File: src/rtl/branch_resolve_bht.sv
// -----------------------------------------------------------------------------
// branch_resolve_bht
//
// Branch prediction and resolution unit. A direct-mapped, untagged branch
// history table (valid bit, 2-bit saturating counter and a target per entry)
// gives fetch a combinational direction/target prediction. The EX-stage
// branch/jump outcome is compared against the prediction that travelled down
// the pipe. A mismatch produces a one-cycle registered flush plus a restart
// address for fetch. The table is trained on every resolved branch or jump, and
// branch and mispredict statistics are kept.
//
// Ports
//   clk_i               clock; all state changes on the rising edge
//   rst_ni              synchronous active-low reset
//   if_pc_i             fetch PC to look up
//   pred_taken_o        predicted direction for if_pc_i (combinational)
//   pred_target_o       predicted target for if_pc_i (combinational)
//   ex_valid_i          EX holds a branch/jump to resolve
//   ex_stall_i          EX frozen; no resolution this cycle
//   ex_opcode_i         instr[6:2] of the resolving instruction
//   ex_pc_i             PC of the resolving instruction
//   ex_target_i         computed taken target
//   ex_pred_taken_i     prediction carried with the instruction
//   ex_pred_target_i    predicted target carried with the instruction
//   cmp_i               actual taken (1 for JAL/JALR)
//   flush_o             registered kill of younger IF/ID/EX instructions
//   redirect_pc_o       registered fetch restart address, valid with flush_o
//   br_count_o          resolved branch/jump count
//   mispredict_count_o  misprediction count
// -----------------------------------------------------------------------------
module branch_resolve_bht #(
  parameter int ENTRIES = 64,
  parameter int IDX_W   = 6
) (
  input  logic        clk_i,
  input  logic        rst_ni,
  input  logic [31:0] if_pc_i,
  output logic        pred_taken_o,
  output logic [31:0] pred_target_o,
  input  logic        ex_valid_i,
  input  logic        ex_stall_i,
  input  logic [4:0]  ex_opcode_i,
  input  logic [31:0] ex_pc_i,
  input  logic [31:0] ex_target_i,
  input  logic        ex_pred_taken_i,
  input  logic [31:0] ex_pred_target_i,
  input  logic        cmp_i,
  output logic        flush_o,
  output logic [31:0] redirect_pc_o,
  output logic [31:0] br_count_o,
  output logic [31:0] mispredict_count_o
);

  localparam logic [4:0] OpBranch = 5'b11000;
  localparam logic [4:0] OpJal    = 5'b11011;
  localparam logic [4:0] OpJalr   = 5'b11001;

  // Table storage
  logic              valid_q  [ENTRIES];
  logic [1:0]        ctr_q    [ENTRIES];
  logic [31:0]       target_q [ENTRIES];

  logic              flush_q;
  logic [31:0]       redirectPc_q;
  logic [31:0]       brCount_q;
  logic [31:0]       mispredictCount_q;

  // Next-state values
  logic              flush_d;
  logic [31:0]       redirectPc_d;
  logic [31:0]       brCount_d;
  logic [31:0]       mispredictCount_d;
  logic              entryValid_d;
  logic [1:0]        entryCtr_d;
  logic [31:0]       entryTarget_d;

  logic [IDX_W-1:0]  ifIdx;
  logic [IDX_W-1:0]  exIdx;
  logic              isBranch;
  logic              isJump;
  logic              resolve;
  logic              mispredict;

  assign ifIdx = if_pc_i[IDX_W+1:2];
  assign exIdx = ex_pc_i[IDX_W+1:2];

  // Lookup reads the registered table, so a same-cycle update at the same
  // index is not visible until the next cycle.
  always_comb begin
    pred_taken_o  = valid_q[ifIdx] & ctr_q[ifIdx][1];
    pred_target_o = valid_q[ifIdx] ? target_q[ifIdx] : 32'd0;
  end

  assign isBranch = (ex_opcode_i == OpBranch);
  assign isJump   = (ex_opcode_i == OpJal) || (ex_opcode_i == OpJalr);

  // Anything resolving while flush is high is on the wrong path and is
  // dropped; non-control opcodes never count as a resolve.
  assign resolve = ex_valid_i & ~ex_stall_i & ~flush_q & (isBranch | isJump);

  assign mispredict = (cmp_i != ex_pred_taken_i) |
                      (cmp_i & ex_pred_taken_i & (ex_target_i != ex_pred_target_i));

  always_comb begin
    flush_d           = resolve & mispredict;
    redirectPc_d      = redirectPc_q;
    brCount_d         = brCount_q;
    mispredictCount_d = mispredictCount_q;
    entryValid_d      = valid_q[exIdx];
    entryCtr_d        = ctr_q[exIdx];
    entryTarget_d     = target_q[exIdx];

    if (resolve) begin
      brCount_d = brCount_q + 32'd1;
      if (mispredict) begin
        mispredictCount_d = mispredictCount_q + 32'd1;
        redirectPc_d      = cmp_i ? ex_target_i : ex_pc_i + 32'd4;
      end
      if (isJump) begin
        entryValid_d  = 1'b1;
        entryCtr_d    = 2'b11;
        entryTarget_d = ex_target_i;
      end else if (cmp_i) begin
        entryValid_d  = 1'b1;
        entryTarget_d = ex_target_i;
        if (ctr_q[exIdx] != 2'b11) entryCtr_d = ctr_q[exIdx] + 2'd1;
      end else begin
        // Not-taken training still moves the counter on an invalid entry,
        // but never makes that entry valid.
        if (ctr_q[exIdx] != 2'b00) entryCtr_d = ctr_q[exIdx] - 2'd1;
      end
    end
  end

  // Reset restores every entry to weakly not-taken with no target.
  always_ff @(posedge clk_i) begin
    if (!rst_ni) begin
      for (int i = 0; i < ENTRIES; i++) begin
        valid_q[i]  <= 1'b0;
        ctr_q[i]    <= 2'b01;
        target_q[i] <= 32'd0;
      end
      flush_q           <= 1'b0;
      redirectPc_q      <= 32'd0;
      brCount_q         <= 32'd0;
      mispredictCount_q <= 32'd0;
    end else begin
      if (resolve) begin
        valid_q[exIdx]  <= entryValid_d;
        ctr_q[exIdx]    <= entryCtr_d;
        target_q[exIdx] <= entryTarget_d;
      end
      flush_q           <= flush_d;
      redirectPc_q      <= redirectPc_d;
      brCount_q         <= brCount_d;
      mispredictCount_q <= mispredictCount_d;
    end
  end

  assign flush_o            = flush_q;
  assign redirect_pc_o      = redirectPc_q;
  assign br_count_o         = brCount_q;
  assign mispredict_count_o = mispredictCount_q;

endmodule
File: config.mk
export PLATFORM = sky130hd
export DESIGN_NAME = branch_resolve_bht
export DESIGN_NICKNAME = d
export VERILOG_FILES = /design/src/rtl/branch_resolve_bht.sv
export SDC_FILE = /design/constraint.sdc
export NUM_CORES = 2
export LEC_CHECK = 0
export CAP_MARGIN = 20
export CORE_AREA = 2 2 466 352
export CTS_CLUSTER_DIAMETER = 120
export DETAILED_ROUTE_END_ITERATION = 10
export DIE_AREA = 0 0 468 354
export PLACE_DENSITY = 0.85
export SYNTH_ARGS = -nofsm -noshare
export SYNTH_HDL_FRONTEND = slang
export SYNTH_SLANG_ARGS = --single-unit
File: constraint.sdc
create_clock -name clk_i -period 7.2 [get_ports clk_i]
set_clock_uncertainty 0.1 [all_clocks]
set_input_delay 0.72 -clock clk_i [delete_from_list [all_inputs] [get_ports clk_i]]
set_output_delay 0.72 -clock clk_i [all_outputs]
set_load 0.05 [all_outputs]
==> flow_metrics.py <==
metrics = {
    "floorplanning": {
        "fp-row-count": 128,
        "core_region_area_um2": 161400,
        "die_w_um": 468,
        "start_util_pct": 66.48,
        "die_area_um2": 165700,
        "ios": 269,
        "die_h_um": 354,
    },
    "logic_synthesis": {
        "syn_area_um2": 107300,
        "synthArstFlopShare_pct": 0,
        "synth_seq_cells": 2337,
        "netlist.area_leader.share_pct": 60.88,
        "synth_flop_cell": "edfxtp_1",
        "synth_edf_count": 2176,
        "yosysMostFrequentCell": "edfxtp_1",
        "yosysSeqAreaShare_pct": 63.88,
        "synth_largest_area_cell": "edfxtp_1",
        "synthDistinctLibCells": 64,
        "yosysWarningCount": 0,
        "synthCells": 7010,
        "syn_avg_cell_area_um2": 15.31,
        "netlist_top_cells_area": "edfxtp_1 (61%), mux4_2 (15%), and2_1 (12%)",
        "synthTopCellsByCount": "edfxtp_1 (2176), and2_1 (2055), mux4_2 (717)",
        "synthesis.nets": 7153,
    },
    "placement": {
        "dp_hpwl_um": 186600,
        "dpl_cell_area_um2": 112400,
        "place_congestion": 0.9334,
        "numPortBuffers": 242,
    },
    "worst_setup_path": {
        "worstPathCellList": "buf_8 > buf_12 > buf_12 > mux4_2 > mux4_2 > a211oi_1 > a211oi_1 > clkdlybuf4s50_1",
        "critPathKind": "in2out",
        "crit_path_max_fanout": 47,
        "endpoint_kind": "output pin",
        "critPathArrivalTime_ns": 5.00,
        "critPathLaunchType": "input pin",
        "critPathMaxStageDelay_ns": 0.80,
        "crit_slowest_cell": "clkdlybuf4s50_1",
        "critPathRequiredTime_ns": 6.38,
    },
    "sta": {
        "worst-slew-pin-transition_ns": 1.197,
        "grt_setup_unrepaired": "no",
        "slew_viol_final": 0,
        "period_share_pct": 80.81,
        "clock.fmax_ghz": 0.1719,
        "finalSetupViolCount": 0,
        "whs_ns": 0.2528,
        "slew_headroom_pct": 19.89,
        "hold_viol": 0,
        "period_needed_ns": 5.818,
        "finalSetupTns_ns": 0,
    },
    "global_route": {
        "grt_pass1_vias": 66210,
        "grt.total_usage_pct": 39.15,
        "grt_max_degree": 94,
        "antenna_found_initial": 36,
        "grt_first_pass_wirelength_um": 457800,
        "gr-total-overflow": 0,
    },
    "cells_and_area": {
        "seq_area_um2": 68570,
        "area_growth_pct": 11.12,
        "fillers": 9060,
        "drive_above_1_share_pct": 20.66,
        "multi_input_area_um2": 36730,
        "fin_nets": 7147,
        "fin_area_um2": 119300,
        "final_core_util_pct": 73.88,
    },
    "routing": {
        "wire_per_inst_um": 34.32,
        "initialDrtViolationCount": 12127,
        "drc": 0,
        "firstDrtPassIters": 6,
        "drt-total-wl_um": 320800,
        "ant_nets": 0,
        "vias_per_cell": 7.089,
        "vias": 66264,
    },
    "run_status": {
        "status": "finished, final reports clean",
    },
    "run": {
        "cap_viol_max_count": 0,
    },
    "clocking": {
        "cts_setup_buffers": 0,
        "clock_latency_ns": 0.88,
        "cts.path.max_buffers": 3,
        "clk_pin_slew_ns": 0.06,
        "htree_levels": 4,
        "cts_tree": "yes",
        "cts_inserted_buffers": 209,
        "cts_resized": 0,
        "hold_buffers": 0,
        "clock_sinks": 2337,
        "root_buffer": "clkbuf_16",
    },
    "min_path": {
        "hold_path.class": "in2reg",
    },
    "pwr": {
        "power_density_nw_per_um2": 246.0,
        "ir_drop_mv": 0.2827,
        "total_leakage_power_nw": 40.74,
    },
}
state kept, by name, summed over array words and instances (netlist names):
register and flops:
target_q 2048, ctr_q 128, valid_q 64, br_count_o 32, mispredict_count_o 32, redirect_pc_o 32, flush_o 1
where the power goes:
group	switching (mW)	total, mW	leakage (nW)	internal [mW]
sequential	0.199	15.6	21.9	15.4
clock	5.08	11.2	3.29	6.09
combinational	1.63	2.57	15.6	0.939
area by class of cell:
| class | count | share of cell area, % |
|---|---|---|
| tap | 2145 | 2.250 |
| inverter | 7 | 0.02203 |
| timing repair buffer | 501 | 3.786 |
| clock inverter | 119 | 0.8236 |
| clock buffer | 277 | 4.797 |
| sequential | 2337 | 57.49 |
| multi-input combinational | 3948 | 30.80 |
| antenna | 14 | 0.02938 |
layout by cell type, fill, tap and decap left out, types with 49 or more instances in the layout:
master           synthesis  routed
nand2_1                198     194
o21ai_0                143      84
a21oi_1                 54      52
xor2_1                  81      81
nand4_1                 78      78
nand3_1                 49      49
clkdlybuf4s50_1          0     199
clkbuf_16                0     213
clkinv_1                 1      49
a21o_1                  65      65
nor2_1                 172     113
edfxtp_1              2176    2176
dfxtp_1                161     161
buf_4                   16     238
and2_1                2055    2055
clkbuf_1               589      49
nor2_2                   1      59
mux4_2                 717     717
nor4_1                  62      62
o21ai_4                  0      60
per-stage QoR:
step	cells	power [mW]	worst slack, ns
after floorplan	7010	17.27	2.151
after CTS	9328	29.22	1.466
after global routing	9339	29.86	1.372
after global placement	8930	18.22	1.445
final	9348	29.34	1.382
after detailed placement	8932	18.33	1.327
cell families after synthesis:
group / after synthesis / synth area share, %
XOR/XNOR: 111 / 0.9058
buffers and inverters: 725 / 2.730
AND/OR/NAND/NOR: 2752 / 15.17
adder cells (fa/ha/maj): 5 / 0.05596
multiplexers: 763 / 15.49
AO/OA/AOI/OAI: 317 / 1.766
flip-flops: 2337 / 63.88
critical path: cells and delay by family:
kind,cells,cell delay (ns)
buffers and inverters,4,2.01
AO/OA/AOI/OAI,2,1.05
multiplexers,2,1.05
layer usage:
layer,GRT usage [%],part of all wire [%]
met1,52.96,33
met2,56.41,44
met3,14.42,17
met4,20.01,6.0
met5,0.3716,0.11
worst paths after layout:
path	slack (ns)	start	end	depth (start not counted)
hold / removal	0.25	rst_ni	mispredict_count_o[20]$_SDFFE_PN0P_	3
setup / recovery	1.38	if_pc_i[2]	pred_target_o[20]	8
setup reg to reg	2.33	flush_o$_SDFF_PN0_	target_q[13][18]$_SDFFCE_PN0P_	10
hold reg to reg	0.35	valid_q[31]$_DFF_P_	valid_q[31]$_DFF_P_	1
(Power assumes the default switching activity.)
